## src/rtl/tcdm_bank_responder.sv

```systemverilog
// TCDM bank endpoint: turns flattened TCDM requests into single-port SRAM accesses.
// It returns one response per grant, AccessLatency cycles after that grant.
// After reset it can optionally zero-fill the whole bank before it grants anything.
module tcdm_bank_responder #(
    parameter int unsigned AddrWidth     = 32,
    parameter int unsigned DataWidth     = 32,
    parameter int unsigned AddrMemWidth  = 4,
    parameter int unsigned NumBanks      = 4,
    parameter int unsigned AccessLatency = 1,
    parameter int unsigned InitEnable    = 1
) (
    input  logic                    clk_i,
    input  logic                    rst_ni,
    input  logic                    req_valid_i,
    output logic                    req_ready_o,
    input  logic [AddrWidth-1:0]    req_addr_i,
    input  logic                    req_write_i,
    input  logic [DataWidth-1:0]    req_data_i,
    input  logic [DataWidth/8-1:0]  req_strb_i,
    output logic                    rsp_valid_o,
    output logic [DataWidth-1:0]    rsp_data_o,
    output logic                    sram_req_o,
    output logic                    sram_we_o,
    output logic [AddrMemWidth-1:0] sram_addr_o,
    output logic [DataWidth-1:0]    sram_wdata_o,
    output logic [DataWidth/8-1:0]  sram_be_o,
    input  logic [DataWidth-1:0]    sram_rdata_i,
    output logic                    init_done_o
);

    localparam int unsigned StrbWidth = DataWidth / 8;
    // Drop the byte-in-word bits and the bank-select bits of the interleaved address.
    localparam int unsigned AddrLsb   = $clog2(StrbWidth) + $clog2(NumBanks);

    typedef enum logic [0:0] {StInit, StReady} state_e;

    localparam state_e ResetState = (InitEnable != 0) ? StInit : StReady;

    state_e                   state_q;
    logic [AddrMemWidth-1:0]  init_cnt_q;
    logic [AccessLatency-1:0] pipe_valid_q;
    logic [AccessLatency-1:0] pipe_read_q;

    logic in_init;
    logic in_ready;
    logic grant;
    logic rsp_read;

    // Outputs are held low while reset is asserted, so both state decodes are qualified with it.
    assign in_init  = rst_ni && (state_q == StInit);
    assign in_ready = rst_ni && (state_q == StReady);
    assign grant    = in_ready && req_valid_i;

    assign req_ready_o = in_ready;
    assign init_done_o = in_ready;

    // Init sweep: write every word once, then hand the bank over to requests.
    always_ff @(posedge clk_i or negedge rst_ni) begin
        if (!rst_ni) begin
            state_q    <= ResetState;
            init_cnt_q <= '0;
        end else if (state_q == StInit) begin
            init_cnt_q <= init_cnt_q + AddrMemWidth'(1);
            if (&init_cnt_q) begin
                state_q <= StReady;
            end
        end
    end

    // SRAM port: the init sweep owns the macro during INIT, and requests pass straight through afterwards.
    always_comb begin
        sram_req_o   = 1'b0;
        sram_we_o    = 1'b0;
        sram_addr_o  = '0;
        sram_wdata_o = '0;
        sram_be_o    = '0;
        if (in_init) begin
            sram_req_o   = 1'b1;
            sram_we_o    = 1'b1;
            sram_addr_o  = init_cnt_q;
            sram_be_o    = '1;
        end else if (in_ready) begin
            sram_req_o   = req_valid_i;
            sram_we_o    = req_write_i;
            sram_addr_o  = req_addr_i[AddrLsb +: AddrMemWidth];
            sram_wdata_o = req_data_i;
            sram_be_o    = req_strb_i;
        end
    end

    // Response tracker: one {valid, is_read} slot per cycle of access latency.
    always_ff @(posedge clk_i or negedge rst_ni) begin
        if (!rst_ni) begin
            pipe_valid_q <= '0;
            pipe_read_q  <= '0;
        end else begin
            pipe_valid_q[0] <= grant;
            pipe_read_q[0]  <= grant && !req_write_i;
            for (int unsigned i = 1; i < AccessLatency; i++) begin
                pipe_valid_q[i] <= pipe_valid_q[i-1];
                pipe_read_q[i]  <= pipe_read_q[i-1];
            end
        end
    end

    assign rsp_valid_o = pipe_valid_q[AccessLatency-1];
    assign rsp_read    = pipe_valid_q[AccessLatency-1] && pipe_read_q[AccessLatency-1];

    if (AccessLatency == 1) begin : gen_rdata_direct
        // Read data arrives in the response cycle itself, so it passes through untouched.
        assign rsp_data_o = rsp_read ? sram_rdata_i : '0;
    end else begin : gen_rdata_pipe
        logic [DataWidth-1:0] data_q [AccessLatency-1];

        // Capture read data one cycle after the grant, then age it until the response is due.
        always_ff @(posedge clk_i or negedge rst_ni) begin
            if (!rst_ni) begin
                for (int unsigned i = 0; i < AccessLatency - 1; i++) begin
                    data_q[i] <= '0;
                end
            end else begin
                data_q[0] <= pipe_read_q[0] ? sram_rdata_i : '0;
                for (int unsigned i = 1; i < AccessLatency - 1; i++) begin
                    data_q[i] <= data_q[i-1];
                end
            end
        end

        assign rsp_data_o = rsp_read ? data_q[AccessLatency-2] : '0;
    end

    // Only a slice of the byte address selects the word.
    logic unused_addr;
    assign unused_addr = ^req_addr_i;

endmodule
```

## config.mk

```make
export PLATFORM = sky130hd
export DESIGN_NAME = tcdm_bank_responder
export DESIGN_NICKNAME = d
export VERILOG_FILES = /design/src/rtl/tcdm_bank_responder.sv
export SDC_FILE = /design/constraint.sdc
export NUM_CORES = 1
export LEC_CHECK = 0
export CORE_MARGIN = 4
export CORE_UTILIZATION = 18
export DETAILED_ROUTE_END_ITERATION = 8
export GPL_ROUTABILITY_DRIVEN = 0
export GPL_TIMING_DRIVEN = 0
export PLACE_DENSITY = 0.84
export SLEW_MARGIN = 10
export SYNTH_ARGS = -nofsm -noshare
export SYNTH_HDL_FRONTEND = slang
export SYNTH_SLANG_ARGS = --single-unit
```

## constraint.sdc

```tcl
create_clock -name clk_i -period 1.1 [get_ports clk_i]
set_input_delay 0.22 -clock clk_i [delete_from_list [all_inputs] [get_ports clk_i]]
set_output_delay 0.22 -clock clk_i [all_outputs]
set_load 0.02 [all_outputs]
```

* Yosys cells after proc, flatten, opt, wreduce, memory -nomap -nowiden
Cells that the tools add are included.
Cells by class: add/sub/neg operators 1, multiply operators 0, divide/modulo/power cells 0, magnitude comparators 0, eq/ne operators 0, shift-type cells 0, muxes and demuxes 13, bitwise gates (word level) 1, reduce and logical (&&, ||, !) cells 7
Operator list (number):
- $mux 32 | 3
- $mux 4 | 4
- $mux 1 | 6
- $logic_and 1x1->1 | 5
- $add 4x1->4 const B | 1
- $reduce_and 4->1 | 1
- $logic_not 1->1 | 1
- $not 1->1 | 1
Word-level totals: register bits 7, latch bits 0, memory bits (writable) 0, bits in read-only memories 0, input bits 104, logic and storage cells 26, memories 0

* Logic depth before layout (Yosys ltp)
Gate-level depths: netlist of run 1.
word-level depth 3, mapped depth 4

* Worst setup path before layout of run 1
OpenSTA, ideal clock, no wires.
path type reg-to-output, start reg state_q, end out sram_be_o[0], arrival time 1.186 ns, path slack -0.306 ns, stages on the path, launching flop included 4, path through dfrtp_1 > buf_6 > buf_8 > a21boi_0
On the way: longest elaborated chain between the ends 3, elaborated cells on any way between the ends 5, those cells by class 2 x mux; 1 x bitwise; 2 x reduce/logical
RTL lines:
- start, declared | RTL line 39 | state_e state_q;
- start signal, assigned | RTL line 60 | state_q <= ResetState;
- start signal, assigned | RTL line 65 | state_q <= StReady;
- $logic_and 1x1->1 or $not 1->1 (tied branches)
- $mux 4 or $logic_and 1x1->1 (tied branches) | RTL line 82, 50
- $mux 4 (*) | RTL line 77 | if (in_init) begin
- end, declared | RTL line 26 | output logic [DataWidth/8-1:0] sram_be_o,
Every way passes the cells marked *; elsewhere a longest branch is shown, timed or not.

* Final worst setup path of run 1
start reg state_q, end out req_ready_o
On the way: longest elaborated chain between the ends 1
RTL lines:
- $logic_and 1x1->1 | RTL line 51 | assign in_ready = rst_ni && (state_q == StReady);
- end, declared | RTL line 15 | output logic req_ready_o,
No other way between the ends.

==> results of run 1 <==
sequential cells by signal, summed over array words and instances (netlist names):
register,cells
state_q,1
init_cnt_q,4
rsp_valid_o,1
pipe_read_q,1
cells by family after synthesis:
group | synth area share
AND/OR/NAND/NOR | 0.512
buffers and inverters | 0.139
AO/OA/AOI/OAI | 0.0622
flip-flops | 0.189
multiplexers | 0.0554
XOR/XNOR | 0.0284
adder cells (fa/ha/maj) | 0.0135
routing by layer:
metal | vias up | track usage
met4 | 0 | 0.0189
met3 | 6 | 0.0474
met2 | 74 | 0.308
met5 | - | 0
met1 | 717 | 0.164
li1 | 762 | -
where the power goes:
| group | switching [uW] | internal (uW) |
|---|---|---|
| clock | 115 | 251 |
| sequential | 6.56 | 263 |
| combinational | 322 | 553 |
what timing repair did:
| action | 4_1_cts | 5_1_grt |
|---|---|---|
| setup buffers | 5 | 4 |
| pin swaps | 5 | 11 |
| hold buffers | 1 | 0 |
| cloned | 2 | 4 |
| hold endpoints to repair | 7 | 0 |
| gates resized for setup | 438 | 96 |
| setup endpoints to repair | 80 | 80 |
cell type report:
| cell class | instances | area (um2) | share of cell area |
|---|---|---|---|
| repair buffers | 167 | 1810 | 0.569 |
| multi-input cells | 89 | 882 | 0.276 |
| flip-flops and latches | 7 | 180 | 0.0565 |
| plain buffers | 16 | 163 | 0.0510 |
| well taps | 67 | 83.8 | 0.0263 |
| clock buffers | 4 | 45.0 | 0.0141 |
| inverters | 6 | 22.5 | 0.00706 |
cell usage in the layout, fill, tap and decap left out, drive strengths merged:
cell           Yosys  layout
clkbuf             9      11
clkdlybuf4s50      0      74
and2               2       2
mux2i              4       4
ha                 1       1
mux2               1       1
and3              65      65
nor2b              4       4
dlygate4sd3        0       1
dfrtp              7       7
a31o               1       1
buf                7     101
xnor2              3       3
nand4b             1       1
inv                6       6
a21boi             6       6
nand2b             1       1
final timing paths:
| kind | depth (start not counted) | startpoint | end |
|---|---|---|---|
| max | 5 | state_q | req_ready_o |
| min | 2 | rst_ni | rsp_valid_o |
| max reg2reg | 5 | state_q | state_q |
| min reg2reg | 1 | init_cnt_q[3] | init_cnt_q[3] |
| max in group asynchronous | 2 | rst_ni | pipe_read_q |
| min in group asynchronous | 2 | rst_ni | init_cnt_q[3] |
per-stage QoR:
step	worst slack (ns)	utilization	std cells
finish	-0.437	0.658	356
global route	-0.470	0.658	356
CTS	-0.436	0.573	349
detailed placement	-1.37	0.546	337
global placement	-1.36	0.546	337
floorplan	-0.0918	-	118
==> results.json, run 1 <==
{
  "grt_overflow_total": 0,
  "netlist.area_leader.share": 0.439,
  "fin_crit_ns": 1.54,
  "crit_arrival_ns": 1.32,
  "timing.hold.ws_ns": 0.348,
  "power_density_nw_per_um2": 473,
  "end_kind": "primary output",
  "final_area_um2": 3190,
  "violations": "setup timing",
  "critPathLaunchType": "flop",
  "clk_pin_slew_ns": 0.04,
  "route.detailed.drc": 0,
  "avgSynthCellArea_um2": 7.85,
  "antenna_found_initial": 0,
  "ant_nets": 0,
  "synth_nets": 223,
  "ys.flop_type": "dfrtp_1",
  "dr_wl_met3_um": 411,
  "cpLargestDelayFamily": "buffers and inverters",
  "maxCapViolations": 0,
  "port_buffers": 152,
  "wirelength_um": 5780,
  "cp.required_ns": 0.88,
  "met2_length_um": 3250,
  "synth_edf_count": 0,
  "area_growth_pct": 245,
  "die-area_um2": 6360,
  "clock_path_buffers": 2,
  "cp_num_buf_inv": 4,
  "grt_pass1_wl_um": 7890,
  "synth_seq_cells": 7,
  "worstPathMaxFanout": 6,
  "slowest_delay_ns": 0.43,
  "synth.most_common_cell": "and3_1",
  "io-pin-count": 181,
  "tritoncts": "done",
  "slowest_stage": "dfrtp_2",
  "slew_viol_final": 0,
  "htree_levels": 1,
  "critical_path.most_common_cell": "buf_6",
  "die_h_um": 79.7,
  "synth_cell_types": 19,
  "root_buffer": "clkbuf_8",
  "core_area_um2": 4850,
  "cts-buffers-inserted": 3,
  "rrSetupSlack_ns": -0.15,
  "yosysTopAreaCell": "and3_1",
  "drt-met1-wl_um": 2080,
  "highest_layer": "met4",
  "num_rows": 25,
  "ir_worst_vdd_mv": 0.479,
  "relSlewSlack": 0.778,
  "yosysWarnings": 0,
  "dr.pass1.iters": 2,
  "seq_area_frac_synth": 0.189,
  "grt_pass1_vias": 1522,
  "timing.fmax_ghz": 0.651,
  "initialDrtViolationCount": 25,
  "placed_area_um2": 2650,
  "clock_sinks": 7,
  "clk_latency_ns": 0.23,
  "die_w_um": 79.7,
  "path_cells": "buf_6 -> buf_8 -> and2_4 -> buf_6 -> buf_6",
  "via_count": 1559,
  "fin_skew_ns": 0.00203,
  "synthTopCellsByCount": "and3_1, clkbuf_1, dfrtp_1",
  "worstSetupPathType": "reg -> out",
  "rsz0062_at_grt": "yes",
  "start_util": 0.191,
  "fillCellCount": 368,
  "fin_crit_sh": 1.40,
  "gr-usage-all-layers": 0.156,
  "power_uw": 1510,
  "syn_inst": 118,
  "worst_pin_slew_ns": 0.332,
  "place_hpwl_um": 4040,
  "finalSetupViolCount": 81,
  "grt_max_degree": 11,
  "viasPerCell": 4.38,
  "hold_viol": 0,
  "async_flop_share": 1.00,
  "synth.cell_area_um2": 926,
  "diodes": 0,
  "p_leak_uw": 0.00153,
  "fin_nets": 395,
  "setup_ws_ns": -0.437,
  "synthTopCellsByArea": "and3_1, dfrtp_1, buf_6",
  "finalSetupTns_ns": -27.03,
  "drive_gt1_frac": 0.668,
  "wl_per_cell_um": 16.2,
  "hold_class": "in -> reg",
  "status": "complete, but fails checks"
}
(Power assumes the default switching activity.)
==> inputs of run 2 (changes only) <==
- CAP_MARGIN: default -> 20
==> results of run 2 <==
Same layout as run 1: the final DEF is identical, and so are final timing and power.
